[src/rtl/keccak_round_ctrl_pkg.sv]
`default_nettype none
// ============================================================================
// Module      : keccak_pkg
// Description : Shared constants, types and FSM encoding for the Keccak round
//               controller.
// Revision    : 1.0 - initial release
// ============================================================================
package keccak_pkg;

    localparam int KECCAK_NR = 24;
    localparam int RC_ADDR_W = 5;

    typedef logic [RC_ADDR_W-1:0] rc_addr_t;

    localparam logic [1:0] ST_IDLE  = 2'd0;
    localparam logic [1:0] ST_LOAD  = 2'd1;
    localparam logic [1:0] ST_ROUND = 2'd2;
    localparam logic [1:0] ST_DONE  = 2'd3;

endpackage : keccak_pkg
`default_nettype wire

[src/rtl/keccak_round_ctrl_if.sv]
`default_nettype none
// ============================================================================
// Module      : keccak_round_ctrl_if
// Description : Handshake and datapath-control bundle between the round
//               controller and its parent.
// Revision    : 1.0 - initial release
// ============================================================================
interface keccak_round_ctrl_if;
    import keccak_pkg::*;

    logic     start;
    logic     ack;
    logic     abort;
    logic     ready;
    logic     load_en;
    logic     round_en;
    rc_addr_t rc_addr;
    logic     last_round;
    logic     busy;
    logic     done;

    modport master (
        output start, ack, abort,
        input  ready, load_en, round_en, rc_addr, last_round, busy, done
    );

    modport slave (
        input  start, ack, abort,
        output ready, load_en, round_en, rc_addr, last_round, busy, done
    );

endinterface : keccak_round_ctrl_if
`default_nettype wire

[src/rtl/keccak_round_ctrl.sv]
`default_nettype none
// ============================================================================
// Module      : keccak_round_ctrl
// Description : Sequences one Keccak-f permutation (load, NR/UR round cycles,
//               done/ack handshake) and addresses the round-constant ROM.
// Revision    : 1.0 - initial release
// ============================================================================
module keccak_round_ctrl
    import keccak_pkg::*;
#(
    parameter int UR = 1,
    parameter int NR = KECCAK_NR
) (
    input  wire logic          clk,
    input  wire logic          rst,
    keccak_round_ctrl_if.slave bus
);

    if ((UR != 1) && (UR != 2) && (UR != 3) && (UR != 4) && (UR != 6)) begin : g_bad_ur
        $error("keccak_round_ctrl: UR must be one of 1, 2, 3, 4, 6");
    end
    if ((UR > NR) || ((NR % UR) != 0)) begin : g_bad_nr
        $error("keccak_round_ctrl: NR must be a multiple of UR and UR <= NR");
    end
    if (NR > (1 << RC_ADDR_W)) begin : g_bad_width
        $error("keccak_round_ctrl: NR does not fit the round-address width");
    end

    localparam rc_addr_t C_STEP = rc_addr_t'(UR);
    localparam rc_addr_t C_LAST = rc_addr_t'(NR - UR);

    logic [1:0] state_q, state_d;
    rc_addr_t   cnt_q, cnt_d;

    always_comb begin
        state_d = state_q;
        cnt_d   = cnt_q;
        if (bus.abort) begin
            state_d = ST_IDLE;
            cnt_d   = '0;
        end else begin
            case (state_q)
                ST_IDLE: begin
                    cnt_d = '0;
                    if (bus.start) state_d = ST_LOAD;
                end
                ST_LOAD: begin
                    state_d = ST_ROUND;
                    cnt_d   = '0;
                end
                ST_ROUND: begin
                    // The >= guard keeps the counter saturated even if it were corrupted.
                    if (cnt_q >= C_LAST) begin
                        state_d = ST_DONE;
                        cnt_d   = '0;
                    end else begin
                        cnt_d = cnt_q + C_STEP;
                    end
                end
                ST_DONE: begin
                    cnt_d = '0;
                    if (bus.ack) state_d = bus.start ? ST_LOAD : ST_IDLE;
                end
                default: begin
                    state_d = ST_IDLE;
                    cnt_d   = '0;
                end
            endcase
        end
    end

    always_ff @(posedge clk) begin
        if (rst) begin
            state_q <= ST_IDLE;
            cnt_q   <= '0;
        end else begin
            state_q <= state_d;
            cnt_q   <= cnt_d;
        end
    end

    // Only ready looks at an input, so a back-to-back start can ride on ack.
    assign bus.ready      = (state_q == ST_IDLE) || ((state_q == ST_DONE) && bus.ack);
    assign bus.load_en    = (state_q == ST_LOAD);
    assign bus.round_en   = (state_q == ST_ROUND);
    assign bus.rc_addr    = (state_q == ST_ROUND) ? cnt_q : '0;
    assign bus.last_round = (state_q == ST_ROUND) && (cnt_q == C_LAST);
    assign bus.busy       = (state_q == ST_LOAD) || (state_q == ST_ROUND);
    assign bus.done       = (state_q == ST_DONE);

endmodule : keccak_round_ctrl
`default_nettype wire

[src/flat_wrapper.sv]
// flat-port wrapper written by rule: the top's interface ports become plain ports
module keccak_round_ctrl_flat import keccak_pkg::*;
#(
    parameter int UR = 1,
    parameter int NR = KECCAK_NR
)
  (clk, rst, bus_start, bus_ack, bus_abort, bus_ready, bus_load_en, bus_round_en, bus_rc_addr, bus_last_round, bus_busy, bus_done);
  keccak_round_ctrl_if bus_i ();
  input  wire logic clk;
  input  wire logic rst;
  input wire logic [$bits(bus_i.start)-1:0] bus_start;
  input wire logic [$bits(bus_i.ack)-1:0] bus_ack;
  input wire logic [$bits(bus_i.abort)-1:0] bus_abort;
  output wire logic [$bits(bus_i.ready)-1:0] bus_ready;
  output wire logic [$bits(bus_i.load_en)-1:0] bus_load_en;
  output wire logic [$bits(bus_i.round_en)-1:0] bus_round_en;
  output wire logic [$bits(bus_i.rc_addr)-1:0] bus_rc_addr;
  output wire logic [$bits(bus_i.last_round)-1:0] bus_last_round;
  output wire logic [$bits(bus_i.busy)-1:0] bus_busy;
  output wire logic [$bits(bus_i.done)-1:0] bus_done;
  assign bus_i.start = bus_start;
  assign bus_i.ack = bus_ack;
  assign bus_i.abort = bus_abort;
  assign bus_ready = bus_i.ready;
  assign bus_load_en = bus_i.load_en;
  assign bus_round_en = bus_i.round_en;
  assign bus_rc_addr = bus_i.rc_addr;
  assign bus_last_round = bus_i.last_round;
  assign bus_busy = bus_i.busy;
  assign bus_done = bus_i.done;
  keccak_round_ctrl #(.UR(UR), .NR(NR)) u_core (.clk(clk), .rst(rst), .bus(bus_i));
endmodule
[config.mk]
export PLATFORM = sky130hd
export DESIGN_NAME = keccak_round_ctrl_flat
export DESIGN_NICKNAME = d
export VERILOG_FILES = /design/src/rtl/keccak_round_ctrl_pkg.sv /design/src/rtl/keccak_round_ctrl_if.sv /design/src/rtl/keccak_round_ctrl.sv /design/src/flat_wrapper.sv
export SDC_FILE = /design/constraint.sdc
export NUM_CORES = 1
export LEC_CHECK = 0
export ABC_AREA = 1
export BUFFER_PORTS_ARGS = -buffer_cell sky130_fd_sc_hd__buf_2
export CORE_AREA = 3 3 40 42
export DETAILED_ROUTE_END_ITERATION = 10
export DIE_AREA = 0 0 43 45
export GPL_ROUTABILITY_DRIVEN = 0
export SLEW_MARGIN = 10
export SYNTH_ARGS = -nofsm -noshare
export SYNTH_HDL_FRONTEND = slang
export SYNTH_SLANG_ARGS = --single-unit
[constraint.sdc]
create_clock -name clk -period 1.8 [get_ports clk]
set_input_delay 0.36 -clock clk [delete_from_list [all_inputs] [get_ports clk]]
set_output_delay 0.36 -clock clk [all_outputs]
set_load 0.005 [all_outputs]
* After elaboration in Yosys (flattened, before gate mapping) *
Cells that the tools add are included.

word-level totals
  register bits = 7
  input bits = 5
  output and inout bits = 11
  logic and storage cells = 27

operators by class
  $add $sub $neg = 1
  order comparisons = 1
  eq/ne operators = 7
  mux-type cells = 8
  reductions and logical operators = 8

operators by type and width
  kind                                                      count
  2-to-1 mux 5 bit                                          2
  case mux 5 bit (2 select lines)                           1
  case mux 2 bit (4 select lines)                           1
  2-to-1 mux 2 bit                                          3
  adder 5 x 1 -> 5 bit, second input constant               1
  == test 5 bit, second input constant                      1
  greater-or-equal comparator 5 bit, second input constant  1
  == test 2 bit, second input constant                      2
  != test 2 bit, second input constant                      2
  AND reduction 3 bit                                       1
  OR reduction 3 bit                                        1
  == test 2 x 1 -> 1 bit, second input constant             1
  logical AND 1 bit                                         2
  logical NOT 2 bit                                         1
  logical OR 1 bit                                          2
  != test 2 x 1 -> 1 bit, second input constant             1
  OR reduction 2 bit                                        1
  2-to-1 mux 1 bit                                          1

* Logic depth before layout (Yosys ltp) *
Gate-level depths: netlist of run 1.

  word-level depth = 3
  gate-level depth with buffers = 8
  depth with buffers taken out = 8

* Least setup slack after synthesis of run 1 *
OpenSTA, ideal clock, no wires.

  path kind = register to output
  start point = reg u_core.state_q[0]
  end point = out bus_last_round
  data arrival time = 0.984 ns
  data required time = 1.440 ns
  setup slack = 0.456 ns
  cell stages (with the launch flop) = 5
  buffers on the path = 0
  cells stage by stage = dfxtp_1 > inv_1 > ha_1 > nand2_1 > nor3_1

on the way
  cells in the longest elaborated chain, start to end = 2

ends and longest elaborated chain
  element                 line                     text
  from (decl)             keccak_round_ctrl.sv:32  logic [1:0] state_q, state_d;
  from (signal assigned)  keccak_round_ctrl.sv:77  state_q <= state_d;
  == test 2 bit           --
  net bus_round_en        flat_wrapper.sv:16       output wire logic [$bits(bus_i.round_en)-1:0] bus_round_en;
  logical AND 1 bit       keccak_round_ctrl.sv:87  assign bus.last_round = (state_q == ST_ROUND) && (cnt_q == C_LAST);
  to (decl)               flat_wrapper.sv:18       output wire logic [$bits(bus_i.last_round)-1:0] bus_last_round;

The timed path passes the listed nets, and every way through them passes these cells.

* Final worst setup path of run 1 *
  start point = reg u_core.state_q[0]
  end point = out bus_last_round

on the way
  cells in the longest elaborated chain, start to end = 2

ends and longest elaborated chain
  element            line
  == test 2 bit      keccak_round_ctrl.sv:87
  logical AND 1 bit  keccak_round_ctrl.sv:87

Every way passes these cells.

==> impl_metrics.ini, run 1 <==
[floorplanning]
coreArea_um2 = 1285
die_width_um = 43
ios = 16
die_h_um = 45
rows = 13
die_area_um2 = 1935
initial_core_util = 0.3457

[yosys]
yosysWarnings = 0
syn_area_per_cell_um2 = 6.940
synth_nets = 74
synth_common_cells = inv_1, nand2_1, nor2_1, dfxtp_1, ha_1
syn_inst = 64
netlist.area_leader.share = 0.3155
synth_area_um2 = 444.2
synth_cell_type_count = 17
synth_edf_count = 0
async_flop_share = 0
yosysTopAreaCell = dfxtp_1
synth-seq-area-share = 0.3155
synth_seq_cells = 7
yosys-top-cells-area = dfxtp_1, ha_1, inv_1, nand2_1, nor2_1
ys_dominant_reg_cell = dfxtp_1

[place]
hpwl_um = 718.7
io_buffers = 15
dp_slack_ps = 302.6

[pwr]
vdd_drop_max_v = 0.0003315
power.leakage_nw = 0.3098
p_total_mw = 0.3792
pwr_density_cell_nw_per_um2 = 656.0

[drt]
dr.pass1.iters = 4
antenna_left = 0
via_per_inst = 4.612
met3WireLength_um = 67
met2_wirelength_um = 409
routed.top_layer = met4
post-route-drc-count = 0
m1WireLength_um = 414
vias = 452
drt_iter0_markers = 4
routedWlPerCell_um = 9.204
drt_wl_total_um = 902

[setup_path]
worst_setup_path_start_kind = register
startpoint = u_core.state_q[0]
crit_required_ps = 1440
arrival_ps = 1290
cp-endpoint = bus_last_round
critPathCaptureType = primary output
regToRegSetupSlack_ps = 430
path_class = register to primary output
rr_endpoint = u_core.cnt_q[2]
r2r_start = u_core.state_q[0]
cp_max_fo = 7
rr_worst_depth = 5

[global_routing]
gr-total-overflow = 0
antenna_found_initial = 0
grt_pass1_wl_um = 1359
grt_use_total = 0.09825
grt_max_degree = 8
grt_pass1_vias = 331

[clocking]
holdBufCountCts = 0
cts_buffers = 3
clock_latency_ps = 250
cts_buffer_depth = 2
cts_tree = yes
cts-htree-levels = 1
clk_pin_slew_ps = 60
cts_sinks = 7
clockRootBuffer = clkbuf_4

[worst_hold_path]
min_path_type = input port to register

[flow_run]
maxCapViolations = 0

[sta]
slew_viol_final = 0
worst-slew-pin-transition_ps = 247.1
fin_ws_ps = 147.6
fin_skew_ps = 0.5417
max_freq_mhz = 605.2
finalSetupTns_ps = 0
finalSetupViolCount = 0
grt_setup_unrepaired = no
slew_headroom = 0.8346
fin_crit_ps = 1652
fin_crit_sh = 0.9180
holdWs_ps = 381.7
hold_viol = 0

[layout]
syn_to_final_growth_pct = 30.14
drive_above_1_share = 0.3133
fillers = 135
final_nets = 94
antenna_cells = 0

[status]
status = complete, no violations
## metal layers
| layer | track usage | vias to the layer above |
|---|---|---|
| li1 | - | 243 |
| met1 | 0.1181 | 196 |
| met2 | 0.1317 | 11 |
| met3 | 0.05179 | 2 |
| met4 | 0.07229 | 0 |
| met5 | 0 | - |
## power breakdown
part	leakage [nW]	internal, mW	switching (mW)
Clock	0.0177	0.0817	0.0679
Combinational	0.235	0.0290	0.0357
Sequential	0.0567	0.159	0.00557
## per-stage QoR
step	std cells	utilization	cell area, um2
6_report	98	0.4499	578.1
5_1_grt	98	0.4499	578.1
4_1_cts	98	0.4401	565.5
3_5_place_dp	94	0.4187	538.0
3_3_place_gp	94	0.4187	538.0
2_1_floorplan	64	-	444.2
## kinds of logic (layout without fill, tap and decap cells)
logic type / after synthesis / after routing / share of synthesized area
simple gates: 32 / 32 / 0.3437
buf+inv: 13 / 32 / 0.1098
compound gates: 7 / 7 / 0.09014
flops: 7 / 7 / 0.3155
fa+ha+maj: 5 / 5 / 0.1408
## placed cells by master (no fill, tap or decap)
| cell | n |
|---|---|
| ha_1 | 4 |
| o21ai_0 | 2 |
| nand2_2 | 2 |
| o22ai_1 | 1 |
| dfxtp_1 | 7 |
| nand2_1 | 12 |
| inv_1 | 12 |
| buf_2 | 15 |
| nand3_2 | 1 |
| inv_2 | 1 |
| or3_1 | 1 |
| nor3b_2 | 1 |
| nand3_1 | 4 |
| clkinv_2 | 1 |
| nor3_1 | 2 |
| ha_4 | 1 |
| a21oi_1 | 3 |
| nor2_1 | 8 |
| clkbuf_4 | 3 |
| a21oi_2 | 1 |
| nand4_1 | 1 |
## registers in the layout (all words and copies together) (netlist names)
| name | count |
|---|---|
| u_core.state_q | 2 |
| u_core.cnt_q | 5 |
## critical path: stages, from the launching register on
cell	delay [ps]
dfxtp_1	340
inv_1	150
ha_4	200
nand2_1	70
nor3_1	150
buf_2	130
## area by class of cell
type / count / area [um2] / area share
Clock buffer: 3 / 22.52 / 0.03896
Clock inverter: 1 / 5.005 / 0.008658
Timing Repair Buffer: 15 / 75.07 / 0.1299
Sequential cell: 7 / 140.1 / 0.2424
Multi-Input combinational cell: 44 / 267.8 / 0.4632
Inverter: 13 / 48.80 / 0.08442
Tap cell: 15 / 18.77 / 0.03247
## worst min-delay path by stage
stage	start	to	slack [ps]	depth (start not counted)
floorplan	u_core.cnt_q[0]	u_core.cnt_q[0]	440	1
global placement	u_core.cnt_q[0]	u_core.cnt_q[0]	460	1
detailed placement	u_core.cnt_q[0]	u_core.cnt_q[0]	470	1
CTS	rst	u_core.state_q[1]	370	4
global route	rst	u_core.state_q[1]	380	4
finish	rst	u_core.state_q[1]	380	4
## repair_timing
action                                  CTS  global route
endpoints found under the setup margin    0             1
buffers inserted                          0             0
resized for setup                         0             2
Power figures use the tool's default switching activity.
==> run 2, diff against run 1 <==
--- a/config.mk
+++ b/config.mk
@@ -7,10 +7,13 @@
 export LEC_CHECK = 0
 export ABC_AREA = 1
 export BUFFER_PORTS_ARGS = -buffer_cell sky130_fd_sc_hd__buf_2
-export CORE_AREA = 3 3 40 42
+export CELL_PAD_IN_SITES_DETAIL_PLACEMENT = 0
+export CELL_PAD_IN_SITES_GLOBAL_PLACEMENT = 2
+export CORE_MARGIN = 3
+export CORE_UTILIZATION = 25
 export DETAILED_ROUTE_END_ITERATION = 10
-export DIE_AREA = 0 0 43 45
 export GPL_ROUTABILITY_DRIVEN = 0
+export PLACE_DENSITY_LB_ADDON = 0.1
 export SLEW_MARGIN = 10
 export SYNTH_ARGS = -nofsm -noshare
 export SYNTH_HDL_FRONTEND = slang
==> impl_metrics.ini, run 2 (synthesized netlist as in run 1, its figures left out) <==
[layout]
drive_above_1_share = 0.3012
final_nets = 94
largestRegisters = u_core.cnt_q (5), u_core.state_q (2)
final_cell_mix = buf_2, inv_1, nand2_1
final_common_cell = buf_2
top_register = u_core.cnt_q
syn_to_final_growth_pct = 32.39
largest_reg_flops = 5
antenna_cells = 0

[pwr]
vdd_drop_max_v = 0.0003379
pwr_density_cell_nw_per_um2 = 633.2
power.leakage_nw = 0.3071
p_total_mw = 0.3724

[floorplanning]
ios = 16
coreArea_um2 = 1594
die_h_um = 48.15
rows = 14
die_width_um = 48.15
initial_core_util = 0.2786
die_area_um2 = 2318

[setup_path]
r2r_start = u_core.state_q[0]
regToRegSetupSlack_ps = 400
arrival_ps = 1320
worst_setup_path_start_kind = register
path_depth = 5
rr_worst_depth = 5
critPathCaptureType = primary output
crit_slowest_cell = dfxtp_1
cp-endpoint = bus_last_round
startpoint = u_core.state_q[0]
path_class = register to primary output
cp_cell_sequence = inv_1 > ha_4 > nand2_1 > nor3_1 > buf_2
crit_required_ps = 1440
crit_family = flip-flops
crit_buf_inv = 2
rr_endpoint = u_core.cnt_q[2]
cp_max_fo = 7
max_stage_delay_ps = 340

[drt]
routedWlPerCell_um = 8.860
via_per_inst = 4.028
drt_iter0_markers = 6
drt_wl_total_um = 948
dr.pass1.iters = 3
vias = 431
post-route-drc-count = 0
antenna_left = 0

[clocking]
clockRootBuffer = clkbuf_4
clock_latency_ps = 250
cts_buffers = 3
cts_setup_buffers = 0
cts-htree-levels = 1
clk_pin_slew_ps = 50
cts_buffer_depth = 2
cts_sinks = 7
holdBufCountCts = 0
cts_tree = yes

[sta]
worst-slew-pin-transition_ps = 288.4
slew_viol_final = 0
hold_viol = 0
fin_crit_sh = 0.9329
fin_skew_ps = 0.4072
slew_headroom = 0.8070
fin_ws_ps = 120.9
fin_crit_ps = 1679
grt_setup_unrepaired = no
finalSetupViolCount = 0
max_freq_mhz = 595.5
finalSetupTns_ps = 0

[global_routing]
grt_pass1_vias = 345
grt_use_total = 0.09220
antenna_found_initial = 0
grt_max_degree = 8
gr-total-overflow = 0
grt_pass1_wl_um = 1476

[status]
status = complete, no violations

[worst_hold_path]
worstHoldStart = rst
min_path_type = input port to register

[place]
io_buffers = 15
dp_slack_ps = 258.1
hpwl_um = 790.9

[flow_run]
maxCapViolations = 0
run 2: worst reg2reg max path: stages (launching register included):
cell and delay [ps]:
dfxtp_1 390, inv_1 120, ha_1 230, nor3_1 230
nand3_2 180, nor3b_2 180
run 2: report_power, final:
| group | internal (mW) | switching, mW | total (mW) |
|---|---|---|---|
| Sequential | 0.160 | 0.00603 | 0.166 |
| Clock | 0.0845 | 0.0571 | 0.142 |
| Combinational | 0.0289 | 0.0361 | 0.0650 |
run 2: worst min-delay path by stage:
stage	end	slack (ps)	cells after the start
floorplan	u_core.cnt_q[0]	440	1
global placement	u_core.cnt_q[0]	480	1
detailed placement	u_core.cnt_q[0]	480	1
CTS	u_core.state_q[1]	400	4
global route	u_core.state_q[1]	430	4
finish	u_core.state_q[1]	400	4
run 2: repair_timing:
| action | 4_1_cts | 5_1_grt |
|---|---|---|
| resized for setup | 1 | 1 |
| setup endpoints to repair | 1 | 1 |
| cloned | 0 | 0 |
run 2: per-layer routing:
layer,vias to the layer above,wire length [um],GRT usage
met1,179,509,0.1369
li1,239,-,-
met5,-,0,0
met4,0,0,0.06452
met2,13,358,0.1198
met3,0,80,0.01107
run 2: final cells by class:
type                    count  area, um2
fillers                   189       1006
multi-input cells          44      267.8
flip-flops and latches      7      140.1
repair buffers             15      75.07
inverters                  13      48.80
well taps                  24      30.03
clock buffers               4      26.28
run 2: stage by stage:
stage | area, um2 | hold WS (ps) | std cells | utilization
6_report | 588.1 | 401.4 | 107 | 0.3689
5_1_grt | 588.1 | 431.9 | 107 | 0.3689
4_1_cts | 578.1 | 397.4 | 107 | 0.3626
3_5_place_dp | 549.3 | 480.6 | 103 | 0.3446
3_3_place_gp | 549.3 | 481.3 | 103 | 0.3446
2_1_floorplan | 444.2 | 441.5 | 64 | -
